--- src/rtl/cache_arbiter_if.sv ---
// Core request ports and cache bus around cache_arbiter.
// slave = arbiter view, master = core/cache side.
interface cache_arbiter_if;
  logic        m0_req;
  logic        m1_req;
  logic        m0_wr;
  logic        m1_wr;
  logic [31:0] m0_addr;
  logic [31:0] m1_addr;
  logic [31:0] m0_data;
  logic [31:0] m1_data;
  logic        m0_done;
  logic        m1_done;
  logic [31:0] m0_out;
  logic [31:0] m1_out;
  logic        m0_miss;
  logic        m1_miss;
  logic        busy;
  logic [31:0] c_data;
  logic [31:0] c_addr;
  logic        c_wr;
  logic        c_response;
  logic        c_is_missrate;
  logic [31:0] c_out;

  modport slave (
    input  m0_req, m1_req, m0_wr, m1_wr,
    input  m0_addr, m1_addr, m0_data, m1_data,
    output m0_done, m1_done, m0_out, m1_out,
    output m0_miss, m1_miss, busy,
    output c_data, c_addr, c_wr,
    input  c_response, c_is_missrate, c_out
  );

  modport master (
    output m0_req, m1_req, m0_wr, m1_wr,
    output m0_addr, m1_addr, m0_data, m1_data,
    input  m0_done, m1_done, m0_out, m1_out,
    input  m0_miss, m1_miss, busy,
    input  c_data, c_addr, c_wr,
    output c_response, c_is_missrate, c_out
  );
endinterface

--- src/rtl/cache_arbiter.sv ---
// Two-port arbiter in front of the single-port data cache.
// CACHE_ARB_RR_EN selects round-robin, else port 0 fixed priority.
module cache_arbiter #(
  parameter int SETTLE = 1
) (
  input  logic           clk,
  input  logic           rst,
  cache_arbiter_if.slave bus
);
  localparam int CW = (SETTLE > 1) ? $clog2(SETTLE) : 1;

  typedef enum logic [2:0] {
    S_IDLE, S_ISSUE, S_SETTLE, S_WAIT, S_DONE
  } state_t;

  state_t        state_q, state_d;
  logic [CW-1:0] cnt_q;
  logic          win_q;
  logic          wr_q;
  logic [31:0]   addr_q;
  logic [31:0]   data_q;
  logic          any_req;
  logic          pick;

  assign any_req = bus.m0_req | bus.m1_req;

`ifdef CACHE_ARB_RR_EN
  logic ptr_q;

  always_ff @(posedge clk or posedge rst) begin
    if (rst) ptr_q <= 1'b0;
    else if (state_q == S_DONE) ptr_q <= ~win_q;
  end

  assign pick = (bus.m0_req & bus.m1_req) ? ptr_q : ~bus.m0_req;
`else
  assign pick = ~bus.m0_req;
`endif

  always_ff @(posedge clk or posedge rst) begin
    if (rst) state_q <= S_IDLE;
    else     state_q <= state_d;
  end

  always_comb begin
    state_d = state_q;
    unique case (state_q)
      S_IDLE:   if (any_req) state_d = S_ISSUE;
      S_ISSUE:  state_d = S_SETTLE;
      S_SETTLE: if (cnt_q == '0) state_d = S_WAIT;
      S_WAIT:   if (bus.c_response) state_d = S_DONE;
      S_DONE:   state_d = S_IDLE;
      default:  state_d = S_IDLE;
    endcase
  end

  always_ff @(posedge clk or posedge rst) begin
    if (rst) begin
      cnt_q       <= '0;
      win_q       <= 1'b0;
      wr_q        <= 1'b0;
      addr_q      <= '0;
      data_q      <= '0;
      bus.c_wr    <= 1'b0;
      bus.c_addr  <= '0;
      bus.c_data  <= '0;
      bus.m0_done <= 1'b0;
      bus.m1_done <= 1'b0;
      bus.m0_out  <= '0;
      bus.m1_out  <= '0;
      bus.m0_miss <= 1'b0;
      bus.m1_miss <= 1'b0;
      bus.busy    <= 1'b0;
    end else begin
      bus.m0_done <= 1'b0;
      bus.m1_done <= 1'b0;
      bus.busy    <= (state_d != S_IDLE);
      unique case (state_q)
        S_IDLE: begin
          if (any_req) begin
            win_q  <= pick;
            wr_q   <= pick ? bus.m1_wr   : bus.m0_wr;
            addr_q <= pick ? bus.m1_addr : bus.m0_addr;
            data_q <= pick ? bus.m1_data : bus.m0_data;
          end
        end
        S_ISSUE: begin
          bus.c_wr   <= wr_q;
          bus.c_addr <= addr_q;
          bus.c_data <= data_q;
          cnt_q      <= CW'(SETTLE - 1);
        end
        S_SETTLE: begin
          if (cnt_q != '0) cnt_q <= cnt_q - CW'(1);
        end
        S_WAIT: begin
          // writes never report a miss, whatever the cache flag says
          if (bus.c_response) begin
            if (win_q) begin
              bus.m1_out  <= bus.c_out;
              bus.m1_miss <= ~wr_q & bus.c_is_missrate;
            end else begin
              bus.m0_out  <= bus.c_out;
              bus.m0_miss <= ~wr_q & bus.c_is_missrate;
            end
          end
        end
        S_DONE: begin
          bus.m0_done <= ~win_q;
          bus.m1_done <= win_q;
        end
        default: ;
      endcase
    end
  end
endmodule

--- src/flat_wrapper.sv ---
// flat-port wrapper written by rule: the top's interface ports become plain ports
module cache_arbiter_flat 
#(
  parameter int SETTLE = 1
)
  (clk, rst, bus_m0_req, bus_m1_req, bus_m0_wr, bus_m1_wr, bus_m0_addr, bus_m1_addr, bus_m0_data, bus_m1_data, bus_m0_done, bus_m1_done, bus_m0_out, bus_m1_out, bus_m0_miss, bus_m1_miss, bus_busy, bus_c_data, bus_c_addr, bus_c_wr, bus_c_response, bus_c_is_missrate, bus_c_out);
  cache_arbiter_if bus_i ();
  input  logic clk;
  input  logic rst;
  input wire logic [$bits(bus_i.m0_req)-1:0] bus_m0_req;
  input wire logic [$bits(bus_i.m1_req)-1:0] bus_m1_req;
  input wire logic [$bits(bus_i.m0_wr)-1:0] bus_m0_wr;
  input wire logic [$bits(bus_i.m1_wr)-1:0] bus_m1_wr;
  input wire logic [$bits(bus_i.m0_addr)-1:0] bus_m0_addr;
  input wire logic [$bits(bus_i.m1_addr)-1:0] bus_m1_addr;
  input wire logic [$bits(bus_i.m0_data)-1:0] bus_m0_data;
  input wire logic [$bits(bus_i.m1_data)-1:0] bus_m1_data;
  output wire logic [$bits(bus_i.m0_done)-1:0] bus_m0_done;
  output wire logic [$bits(bus_i.m1_done)-1:0] bus_m1_done;
  output wire logic [$bits(bus_i.m0_out)-1:0] bus_m0_out;
  output wire logic [$bits(bus_i.m1_out)-1:0] bus_m1_out;
  output wire logic [$bits(bus_i.m0_miss)-1:0] bus_m0_miss;
  output wire logic [$bits(bus_i.m1_miss)-1:0] bus_m1_miss;
  output wire logic [$bits(bus_i.busy)-1:0] bus_busy;
  output wire logic [$bits(bus_i.c_data)-1:0] bus_c_data;
  output wire logic [$bits(bus_i.c_addr)-1:0] bus_c_addr;
  output wire logic [$bits(bus_i.c_wr)-1:0] bus_c_wr;
  input wire logic [$bits(bus_i.c_response)-1:0] bus_c_response;
  input wire logic [$bits(bus_i.c_is_missrate)-1:0] bus_c_is_missrate;
  input wire logic [$bits(bus_i.c_out)-1:0] bus_c_out;
  assign bus_i.m0_req = bus_m0_req;
  assign bus_i.m1_req = bus_m1_req;
  assign bus_i.m0_wr = bus_m0_wr;
  assign bus_i.m1_wr = bus_m1_wr;
  assign bus_i.m0_addr = bus_m0_addr;
  assign bus_i.m1_addr = bus_m1_addr;
  assign bus_i.m0_data = bus_m0_data;
  assign bus_i.m1_data = bus_m1_data;
  assign bus_m0_done = bus_i.m0_done;
  assign bus_m1_done = bus_i.m1_done;
  assign bus_m0_out = bus_i.m0_out;
  assign bus_m1_out = bus_i.m1_out;
  assign bus_m0_miss = bus_i.m0_miss;
  assign bus_m1_miss = bus_i.m1_miss;
  assign bus_busy = bus_i.busy;
  assign bus_c_data = bus_i.c_data;
  assign bus_c_addr = bus_i.c_addr;
  assign bus_c_wr = bus_i.c_wr;
  assign bus_i.c_response = bus_c_response;
  assign bus_i.c_is_missrate = bus_c_is_missrate;
  assign bus_i.c_out = bus_c_out;
  cache_arbiter #(.SETTLE(SETTLE)) u_core (.clk(clk), .rst(rst), .bus(bus_i));
endmodule
--- config.mk ---
export PLATFORM = sky130hd
export DESIGN_NAME = cache_arbiter_flat
export DESIGN_NICKNAME = d
export VERILOG_FILES = /design/src/rtl/cache_arbiter_if.sv /design/src/rtl/cache_arbiter.sv /design/src/flat_wrapper.sv
export SDC_FILE = /design/constraint.sdc
export NUM_CORES = 1
export LEC_CHECK = 0
export CAP_MARGIN = 10
export CORE_ASPECT_RATIO = 1.4
export CORE_UTILIZATION = 39
export CTS_CLUSTER_SIZE = 28
export DETAILED_ROUTE_END_ITERATION = 10
export PLACE_DENSITY_LB_ADDON = 0.08
export SLEW_MARGIN = 20
export SYNTH_ARGS = -nofsm -noshare
export SYNTH_HDL_FRONTEND = slang
export SYNTH_SLANG_ARGS = --single-unit
--- constraint.sdc ---
create_clock -name clk -period 14.9 [get_ports clk]
set_input_delay 2.235 -clock clk [delete_from_list [all_inputs] [get_ports clk]]
set_output_delay 2.235 -clock clk [all_outputs]
set_load 0.05 [all_outputs]
==> results.toml, run 1 <==
[sta]
worst_pin_slew_ps = 1020
period_needed_ps = 3930
fmax_ghz = 0.255
drv_slew = 0
tns_ps = 0
skew_ps = 9.65
setup_violations = 0
rsz0062_at_grt = "false"
worst_hold_slack_ps = 485
hold_viol_final = 0
slew_headroom_pct = 32.1
fin_crit_sh_pct = 26.3

[final_layout]
diodes = 0
nets = 980
drive_above_1_share_pct = 33.9
nFillCells = 1694
area_growth_pct = 47.3

[hold_path]
hold_class = "flip-flop to flip-flop"
min_from = "u_core.bus.m0_out[10]"
hold_path_depth = 1

[critical_path]
crit_buf_inv = 1
critPathArrivalTime_ps = 1690
crit_family = "buffers and inverters"
worstPathMaxFanout = 2
critPathCaptureType = "primary output"
start_kind = "flip-flop"
reg2reg_depth = 3
critPathMaxStageDelay_ps = 830
cp_cell_sequence = "clkdlybuf4s50_1"
cp-startpoint = "u_core.bus.c_addr[26]"
critPathKind = "flip-flop to primary output"
cp_slowest_cell = "clkdlybuf4s50_1"
path_depth = 1
r2r_start = "u_core.state_q[2]"
worstPathRequired_ps = 12660

[clock_tree]
clkTransAtPathRegs_ps = 60
cts_hold_buf = 0
clockBufferDepth = 3
post_cts_resized = 0
postCtsSetupBuffers = 0
root_buffer = "clkbuf_16"
clock_latency_ps = 480
cts_tree = "done"
h-tree-depth = 1
cts_made_buffers = 20
cts.sinks = 203

[global_routing]
globalRouteOverflowTotal = 0
grt_pass1_vias = 5729
grt_pass1_wl_um = 30500
grt_max_degree = 135
antenna_found_initial = 0
track_usage_pct = 17.5

[floorplan]
io_pins = 302
rows = 63
start_util_pct = 39.5
die_area_um2 = 22000
die_w_um = 126
die_y_um = 175
core_um2 = 21100

[synthesis]
syn_area_um2 = 8350
netlist_instances = 511
seq_area_frac_synth_pct = 60.8
ys_types = 25
syn_avg_cell_area_um2 = 16.3
synth_fp_nets = 679
ys_ff_latch = 203
yosysWarnings = 0

[drt]
wl_um = 19300
drtIter0Drc = 111
vias = 5294
dr.pass1.iters = 6
drcViolationCount = 0
ant_nets = 0
wire_per_inst_um = 17.7
viasPerCell = 4.87

[placement]
place.gp.congestion = 0.749
post-dp-hpwl_um = 13700
port_buffers = 301

[pwr]
cellLeakagePower_nw = 5.11
vdd_drop_max_uv = 122
finalPower_mw = 3.10
p_per_area_nw_per_um2 = 252

[outcome]
status = "finished, final reports clean"

[job]
cap_violations = 0
-- cells in the mapped netlist --
cell | number | area (um2)
nand2_1 | 1 | 3.75
or3b_2 | 1 | 8.76
or4_1 | 1 | 7.51
nand2b_1 | 1 | 6.26
buf_6 | 4 | 45.0
mux2_2 | 226 | 2540
and4b_1 | 1 | 10.0
and3_1 | 3 | 18.8
buf_2 | 14 | 70.1
nor2_1 | 2 | 7.51
and2_1 | 1 | 6.26
mux2_1 | 25 | 282
nor3b_2 | 1 | 12.5
nor4_2 | 1 | 12.5
nor2b_1 | 1 | 6.26
buf_1 | 3 | 11.3
mux2i_1 | 1 | 10.0
a22oi_1 | 1 | 7.51
dfrtp_1 | 203 | 5080
buf_4 | 3 | 22.5
clkbuf_1 | 3 | 11.3
clkbuf_4 | 1 | 7.51
inv_1 | 2 | 7.51
mux2_4 | 10 | 150
nor3_1 | 1 | 5.00
-- worst paths after layout --
kind / endpoint / slack (ps)
max reg2reg: u_core.bus.c_addr[26] / 12260
min: u_core.bus.m0_out[10] / 480
min reg2reg: u_core.bus.m0_out[10] / 480
max in group asynchronous: u_core.bus.c_data[16] / 11060
min in group asynchronous: u_core.data_q[14] / 2360
max: bus_c_addr[26] / 10970
-- per-layer routing --
layer  global-route usage [%]  vias up  share of wire, %
met3                     4.29       26               7.2
met2                     31.1      195                51
met1                     20.7     2651                39
li1                         -     2422                 -
met5                        0        -                 0
met4                     5.54        0               2.2
-- cells by family after synthesis --
kind of cell,Yosys count,synth area share (%)
mux,262,35.7
flops,203,60.8
buf+inv,30,2.10
simple gates,15,1.26
compound gates,1,0.0899
-- metrics by stage --
| step | area (um2) | cells | worst slack [ps] | util [%] |
|---|---|---|---|---|
| global placement | 11600 | 1050 | 10550 | 54.9 |
| floorplan | 8350 | 511 | 7130 | - |
| detailed placement | 11600 | 1050 | 10460 | 54.9 |
| global route | 12300 | 1086 | 10710 | 58.3 |
| finish | 12300 | 1086 | 10970 | 58.3 |
| CTS | 12300 | 1086 | 10930 | 58.3 |
-- sequential cells by signal, indices dropped and copies added, names as in the netlist --
register            cells
u_core.bus.m0_out      32
u_core.bus.c_wr         1
u_core.bus.busy         1
u_core.bus.m0_miss      1
u_core.bus.m0_done      1
u_core.bus.m1_out      32
u_core.wr_q             1
u_core.state_q          3
u_core.data_q          32
u_core.bus.c_data      32
u_core.win_q            1
u_core.addr_q          32
u_core.bus.c_addr      32
u_core.bus.m1_done      1
u_core.bus.m1_miss      1
-- power breakdown --
group / total (mW) / switching (mW) / internal [mW]
combinational: 1.59 / 0.934 / 0.653
sequential: 0.978 / 0.144 / 0.834
clock: 0.537 / 0.202 / 0.335
total: 3.10 / 1.28 / 1.82
-- cells in the final DEF (no fill, tap or decap) --
cell	count
a22oi_1	1
and2_2	1
and3_1	3
and4b_1	1
buf_4	7
bufinv_16	3
clkbuf_1	4
clkbuf_16	21
clkbuf_8	5
clkdlybuf4s50_1	300
clkinv_2	3
dfrtp_1	203
inv_1	1
inv_8	1
mux2_1	25
mux2_2	226
mux2_4	10
mux2i_1	1
nand2_1	1
nand2b_1	1
nor2_1	2
nor2b_1	1
nor3_1	1
nor3b_4	1
nor4_4	1
or3b_2	1
or4_1	1
-- area by class of cell --
class	count	area (um2)	share of cell area [%]
Inverter	2	15.0	0.122
Sequential cell	203	5080	41.3
Clock buffer	30	609	4.95
Timing Repair Buffer	307	3060	24.8
Tap cell	260	325	2.64
Clock inverter	6	105	0.854
Multi-Input combinational cell	278	3120	25.3
Note: power is estimated with default switching activity, not from simulation.
==> inputs of run 2 (changes only) <==
- clock period: 14.9 -> 3.18 ns (I/O delays scaled with it)
==> run 2 against run 1 <==
First-iteration DRC count grew 23%. Final cell count increased by 0.83%. Sequential share of layout area shrank 0.36 points. Clock power rose to 4.7 times the previous value. Critical endpoint is now bus_c_addr[27]. Routed wire length rose by 2.4%. Register-to-register slack worse by 11000 ps. Die area did not move.
==> results.toml, run 2 (synthesis results as in run 1) <==
[sta]
skew_ps = 8.76
drv_slew = 0
setup_violations = 0
period_needed_ps = 2170
tns_ps = 0
worst_pin_slew_ps = 677
fmax_ghz = 0.462
rsz0062_at_grt = "false"
fin_crit_sh_pct = 68.1
slew_headroom_pct = 54.9
hold_viol_final = 0

[final_layout]
seqCellArea_um2 = 5080
diodes = 0
nets = 989
instances_no_fill = 1095
drive_above_1_share_pct = 34.9
nFillCells = 1727
fin_area_um2 = 12400
layout_commonest_cell = "clkdlybuf4s50_1"
area_growth_pct = 48.6
final_cell_mix = "300 x clkdlybuf4s50_1, 226 x mux2_2, 203 x dfrtp_1"
multiInputGateArea_um2 = 3120

[global_routing]
grt_pass1_vias = 5884
grt_max_degree = 50
track_usage_pct = 18.2
globalRouteOverflowTotal = 0
antenna_found_initial = 0
grt_pass1_wl_um = 31700

[floorplan]
rows = 63
core_um2 = 21100
start_util_pct = 39.5
io_pins = 302
die_w_um = 126
die_area_um2 = 22000
die_y_um = 175

[critical_path]
crit_family = "buffers and inverters"
critPathCaptureType = "primary output"
r2r_start = "u_core.state_q[2]"
critPathArrivalTime_ps = 1690
start_kind = "flip-flop"
worstPathRequired_ps = 2700
cp-startpoint = "u_core.bus.c_addr[27]"
r2r_slack_ps = 1130
critPathKind = "flip-flop to primary output"
cp_slowest_cell = "clkdlybuf4s50_1"
critPathMaxStageDelay_ps = 840
crit_buf_inv = 1
worstPathMaxFanout = 2
reg2reg_depth = 4
cp_cell_sequence = "clkdlybuf4s50_1"
r2r-end = "u_core.bus.m0_out[18]"

[clock_tree]
cts_made_buffers = 21
cts.sinks = 203
clockBufferDepth = 3
h-tree-depth = 1
postCtsSetupBuffers = 0
cts_tree = "done"
post_cts_resized = 0
clock_latency_ps = 480
cts_hold_buf = 0
clkTransAtPathRegs_ps = 60
root_buffer = "clkbuf_16"

[pwr]
cellLeakagePower_nw = 5.17
vdd_drop_max_uv = 679
p_per_area_nw_per_um2 = 1180

[drt]
vias = 5345
ant_nets = 0
wire_per_inst_um = 18.0
viasPerCell = 4.88
dr.pass1.iters = 4
drcViolationCount = 0
wl_um = 19700
drtIter0Drc = 136

[job]
cap_violations = 0

[placement]
port_buffers = 301
placed_area_um2 = 11700
place_inst = 1058
post-dp-hpwl_um = 14400
place.gp.congestion = 0.720

[outcome]
status = "finished, final reports clean"

[hold_path]
hold_class = "input port to asynchronous set/reset pin"
## run 2: metal layers
layer | up-vias | share of wire (%) | global-route usage (%)
li1 | 2450 | - | -
met1 | 2683 | 39 | 22.0
met2 | 192 | 52 | 32.2
met3 | 20 | 7.2 | 4.50
met4 | 0 | 1.7 | 4.83
met5 | - | 0 | 0
## run 2: per-stage QoR
stage	utilization (%)	setup slack (ps)	total power, mW	hold slack, ps
final	58.8	1010	14.6	381
after global placement	55.4	817	12.0	472
after global routing	58.8	925	15.3	411
after detailed placement	55.4	747	12.2	475
after CTS	58.8	957	14.8	376
after floorplan	-	72.7	9.61	475
## run 2: final cells by class
type	count	share of cell area [%]
sequential	203	40.9
timing repair buffer	315	25.5
multi-input combinational	278	25.1
clock buffer	27	4.74
tap	260	2.62
clock inverter	10	1.06
inverter	2	0.0907
## run 2: power breakdown
part | leakage, nW | total [mW] | switching (mW) | internal [mW]
Sequential | 2.42 | 4.59 | 0.681 | 3.91
Clock | 0.357 | 2.52 | 0.973 | 1.55
Combinational | 2.39 | 7.50 | 4.41 | 3.09
## run 2: how the worst max path moves through the flow
stage | endpoint | slack, ps | cells past startpoint
after floorplan | u_core.addr_q[0] | 70 | 1
after global placement | u_core.bus.m0_out[21] | 820 | 5
after detailed placement | u_core.bus.m0_out[14] | 750 | 5
after CTS | bus_c_addr[24] | 960 | 1
after global routing | bus_c_addr[24] | 920 | 1
final | bus_c_addr[27] | 1010 | 1
==> patch 1: new RTL, settings of run 2 <==
Re-encode `state_t` (5 states) as one-hot, 5 bits wide.
--- a/src/rtl/cache_arbiter.sv
+++ b/src/rtl/cache_arbiter.sv
@@ -9,8 +9,8 @@
 );
   localparam int CW = (SETTLE > 1) ? $clog2(SETTLE) : 1;
 
-  typedef enum logic [2:0] {
-    S_IDLE, S_ISSUE, S_SETTLE, S_WAIT, S_DONE
+  typedef enum logic [4:0] {
+    S_IDLE = 5'b00001, S_ISSUE = 5'b00010, S_SETTLE = 5'b00100, S_WAIT = 5'b01000, S_DONE = 5'b10000
   } state_t;
 
   state_t        state_q, state_d;
Behaviour: no difference found for any inputs over 10 cycles, from zero or initial values and one cycle with rst high; not proved beyond that.
==> patch 1 against run 2 <==
  * Sequential share of layout area is 0.25 points lower
  * Area after synthesis is 3.2% higher
  * Power is 7.7% lower
  * Synthesized cell count is 2.0% higher
  * Final area is 1.6% higher
  * Worst setup slack worse by 190 ps
  * Sequential cell count is 2 higher
  * Register-to-register slack worse by 300 ps
  * Routed wire length is 1.6% lower
  * Critical path type is now flip-flop to flip-flop
  * Critical endpoint is now u_core.bus.m0_out[5]
==> patch 1: results (changes against run 2) <==
<table>
<tr><th>Metric</th><th>Value</th></tr>
<tr><th colspan="2">Routing</th></tr>
<tr><td>Vias after detailed routing</td><td>5,373 (was 5,345)</td></tr>
<tr><td>Wire per inst</td><td>17.1 um (was 18.0 um)</td></tr>
<tr><td>Sum of routed wire length over all layers</td><td>19,400 um (was 19,700 um)</td></tr>
<tr><th colspan="2">Global routing</th></tr>
<tr><td>GRT met3 Usage</td><td>5.13% (was 4.50%)</td></tr>
<tr><td>Antenna violations before repair</td><td>2 (was 0)</td></tr>
<tr><td>Routing usage on met1</td><td>20.5% (was 22.0%)</td></tr>
<tr><td>Global-route usage over all layers</td><td>17.3% (was 18.2%)</td></tr>
<tr><td>Global-route wire length before repair</td><td>30,700 um (was 31,700 um)</td></tr>
<tr><td>Met2 capacity usage during global routing</td><td>30.2% (was 32.2%)</td></tr>
<tr><th colspan="2">Synthesis</th></tr>
<tr><td>Library cells used by synthesis</td><td>24 (was 25)</td></tr>
<tr><td>Part of the Yosys area used for sequential elements</td><td>59.5% (was 60.8%)</td></tr>
<tr><td>Synthesized area per cell</td><td>16.5 sq um (was 16.3 sq um)</td></tr>
<tr><th colspan="2">Place</th></tr>
<tr><td>Worst setup timing slack at the placement stage</td><td>645 ps (was 747 ps)</td></tr>
<tr><td>Gp weighted congestion</td><td>0.758 (was 0.720)</td></tr>
<tr><td>Sum of net half-perimeters after detailed placement</td><td>13,500 um (was 14,400 um)</td></tr>
<tr><th colspan="2">Timing</th></tr>
<tr><td>Worst-case clock skew</td><td>16.2 ps (was 8.76 ps)</td></tr>
<tr><td>Tightest slew margin relative to the limit</td><td>41.1% (was 54.9%)</td></tr>
<tr><th colspan="2">Pwr</th></tr>
<tr><td>Cell-internal power</td><td>8.11 mW (was 8.55 mW)</td></tr>
<tr><td>Share of total power in the clock network</td><td>18.2% (was 17.3%)</td></tr>
<tr><td>Worst vdd ir</td><td>0.545 mV (was 0.679 mV)</td></tr>
<tr><th colspan="2">Clocking</th></tr>
<tr><td>Inserted Clock Buffers</td><td>22 (was 21)</td></tr>
<tr><td>Clk Latency, worst-skew pair</td><td>500 ps (was 480 ps)</td></tr>
<tr><th colspan="2">Worst setup path</th></tr>
<tr><td>Crit-path max FO</td><td>33 (was 2)</td></tr>
<tr><td>Critical path data arrival time</td><td>2720 ps (was 1690 ps)</td></tr>
<tr><td>Worst path top cell family by delay</td><td>simple AND/OR/NAND/NOR gates (was buffers and inverters)</td></tr>
<tr><td>Cell at the slowest stage of the critical path</td><td>sky130_fd_sc_hd__nand4_4 (was sky130_fd_sc_hd__clkdlybuf4s50_1)</td></tr>
<tr><th colspan="2">Status</th></tr>
<tr><td>Run status</td><td>finished, final reports clean (unchanged)</td></tr>
<tr><th colspan="2">Layout</th></tr>
<tr><td>Fraction of layout instances using a drive strength above 1</td><td>36.7% (was 34.9%)</td></tr>
</table>
[patch 1: logic make-up (layout without fill, tap and decap cells)]
kind of cell,after synthesis,count (layout),synth area share [%]
XOR/XNOR,1,1,0.102
multiplexers,262,262,36.0
buffers and inverters,30,343,2.28
other,0,1,0
flip-flops,205,205,59.5
AND/OR/NAND/NOR,17,17,1.51
AO/OA/AOI/OAI,6,6,0.566
[patch 1: area by class of cell]
type / instances / area, sq um / share of cell area [%]
Antenna cell: 1 / 2.50 / 0.0198
Tap cell: 297 / 372 / 2.95
Multi-Input combinational cell: 286 / 3310 / 26.2
Clock buffer: 31 / 646 / 5.12
Sequential cell: 205 / 5130 / 40.7
Timing Repair Buffer: 307 / 3100 / 24.6
Inverter: 2 / 11.3 / 0.0893
Clock inverter: 3 / 42.5 / 0.337
[patch 1: final timing paths]
path | start | endpoint | slack, ps | depth (start not counted)
min in group clk | u_core.data_q[8] | u_core.bus.c_data[8] | 490 | 1
hold / removal | rst | u_core.bus.m1_out[6] | 340 | 2
hold reg to reg | u_core.data_q[8] | u_core.bus.c_data[8] | 490 | 1
setup / recovery | u_core.state_q[2] | u_core.bus.m0_out[5] | 830 | 3
setup reg to reg | u_core.state_q[2] | u_core.bus.m0_out[5] | 830 | 3
max in group asynchronous | rst | u_core.data_q[28] | 2000 | 3
[patch 1: routing by layer]
layer,vias up,part of all wire [%]
li1,2466,-
met4,2,1.8
met1,2688,38
met3,30,8.1
met5,-,0.062
met2,187,52
[patch 1: worst reg2reg max path, cell delays in order (launching register included)]
cell	delay [ps]
sky130_fd_sc_hd__dfrtp_1	460
sky130_fd_sc_hd__nor4_4	460
sky130_fd_sc_hd__nand4_4	730
sky130_fd_sc_hd__mux2_4	580
==> patch 2: new RTL, settings of run 2 <==
Made on the original files. Add a define of `CACHE_ARB_RR_EN`.
--- a/src/rtl/cache_arbiter.sv
+++ b/src/rtl/cache_arbiter.sv
@@ -1,5 +1,7 @@
 // Two-port arbiter in front of the single-port data cache.
 // CACHE_ARB_RR_EN selects round-robin, else port 0 fixed priority.
+`define CACHE_ARB_RR_EN
+
 module cache_arbiter #(
   parameter int SETTLE = 1
 ) (
Behaviour: not the same (Yosys sat finds a counterexample within 10 cycles, from zero or initial values and one cycle with rst high).
==> patch 2 against run 2 <==
  * Combinational power is 1% lower
  * Sequential cell count rose by 1
  * Synthesized cell count rose by 28%
  * Global-route usage is 0.85 points higher
  * Worst setup slack got worse by 31 ps
  * Final area up 0.58%
  * Sequential power fell by 2%
  * Area after synthesis up 1.0%
  * Count of clock-buffer cells in the layout is 2 higher
  * Hold slack improved by 20 ps
  * Power down 0.93%
  * Routed wire length up 6.0%
  * Fmax fell by 1.4%
==> patch 2: results (changes against run 2) <==
<table>
<tr><th>Metric</th><th>Value</th></tr>
<tr><th colspan="2">Timing</th></tr>
<tr><td>Tightest slew margin relative to the limit</td><td>55.2% (was 54.9%)</td></tr>
<tr><td>Fin Hold WS</td><td>401 ps (was 381 ps)</td></tr>
<tr><th colspan="2">Worst setup path</th></tr>
<tr><td>Setup crit end</td><td>bus_c_addr[31] (was bus_c_addr[27])</td></tr>
<tr><td>Start point of the critical path</td><td>u_core.bus.c_addr[31] (was u_core.bus.c_addr[27])</td></tr>
<tr><td>Reg2Reg Setup Slack</td><td>1300 ps (was 1130 ps)</td></tr>
<tr><th colspan="2">Routing</th></tr>
<tr><td>Wl on met1</td><td>8480 um (was 7780 um)</td></tr>
<tr><td>Drt initial violations</td><td>471 (was 136)</td></tr>
<tr><td>Wire length on met3</td><td>1570 um (was 1430 um)</td></tr>
<tr><td>Sum of routed wire length over all layers</td><td>20,900 um (was 19,700 um)</td></tr>
<tr><th colspan="2">Synthesis</th></tr>
<tr><td>Synthesized-area fraction occupied by ao, oa, aoi and oai cells</td><td>8.01% (was 0.0899%)</td></tr>
<tr><td>Library cells used by synthesis</td><td>22 (was 25)</td></tr>
<tr><td>Part of the Yosys area used for sequential elements</td><td>60.5% (was 60.8%)</td></tr>
<tr><td>Commonest cells in the netlist</td><td>sky130_fd_sc_hd__dfrtp_1, sky130_fd_sc_hd__inv_1, sky130_fd_sc_hd__mux2_2 (was sky130_fd_sc_hd__mux2_2, sky130_fd_sc_hd__dfrtp_1, sky130_fd_sc_hd__mux2_1)</td></tr>
<tr><th colspan="2">Place</th></tr>
<tr><td>Sum of net half-perimeters after detailed placement</td><td>13,900 um (was 14,400 um)</td></tr>
<tr><td>Area post-placement</td><td>0.0117 sq mm (about the same)</td></tr>
<tr><th colspan="2">Clocking</th></tr>
<tr><td>Clk Latency, worst-skew pair</td><td>500 ps (was 480 ps)</td></tr>
<tr><td>Inserted Clock Buffers</td><td>22 (was 21)</td></tr>
<tr><th colspan="2">Layout</th></tr>
<tr><td>Fraction of layout instances using a drive strength above 1</td><td>19.0% (was 34.9%)</td></tr>
<tr><th colspan="2">Global routing</th></tr>
<tr><td>Maximum number of pins on one net before global-route repair</td><td>68 (was 50)</td></tr>
<tr><td>GRT met3 Usage</td><td>4.82% (was 4.50%)</td></tr>
<tr><td>Global-route usage over all layers</td><td>19.1% (was 18.2%)</td></tr>
<tr><td>Met2 capacity usage during global routing</td><td>32.3% (was 32.2%)</td></tr>
<tr><th colspan="2">Pwr</th></tr>
<tr><td>P_leak</td><td>5.94 nW (was 5.17 nW)</td></tr>
<tr><td>Switching power</td><td>6.12 mW (was 6.07 mW)</td></tr>
<tr><th colspan="2">Status</th></tr>
<tr><td>Run status</td><td>finished, final reports clean (unchanged)</td></tr>
</table>
-- patch 2: cell types whose count changed after synthesis, moves of 2 or more --
| cell | before | now |
|---|---|---|
| sky130_fd_sc_hd__a222oi_1 | 0 | 65 |
| sky130_fd_sc_hd__buf_1 | 3 | 0 |
| sky130_fd_sc_hd__buf_2 | 14 | 16 |
| sky130_fd_sc_hd__buf_6 | 4 | 8 |
| sky130_fd_sc_hd__clkbuf_1 | 3 | 7 |
| sky130_fd_sc_hd__inv_1 | 2 | 197 |
| sky130_fd_sc_hd__mux2_1 | 25 | 0 |
| sky130_fd_sc_hd__mux2_2 | 226 | 101 |
| sky130_fd_sc_hd__mux2_4 | 10 | 30 |
| sky130_fd_sc_hd__nand2_1 | 1 | 3 |
-- patch 2: per-stage QoR --
stage	worst slack [ps]	instances
finish	982	1232
global route	916	1232
CTS	946	1232
detailed placement	998	1193
global placement	1020	1193
floorplan	58.7	655
-- patch 2: power by group through the flow --
| stage | logic [mW] | clock network, mW | registers, mW |
|---|---|---|---|
| floorplan | 2.18 | 0 | 7.32 |
| global placement | 7.42 | 0 | 4.51 |
| detailed placement | 7.46 | 0 | 4.52 |
| CTS | 7.48 | 2.67 | 4.49 |
| global route | 7.79 | 2.79 | 4.64 |
| finish | 7.40 | 2.60 | 4.48 |
-- patch 2: cell type report --
cell class | instances | area [sq um]
fill | 1756 | 8720
sequential | 204 | 5100
timing repair buffer | 313 | 3180
multi-input combinational | 219 | 2390
inverter | 197 | 743
clock buffer | 29 | 628
tap | 260 | 325
clock inverter | 10 | 113
-- patch 2: kinds of logic after synthesis --
family                 after synthesis
AOI/OAI and AO/OA                   69
DFF                                204
and+or+nand+nor                     19
buffers and inverters              232
muxes                              131
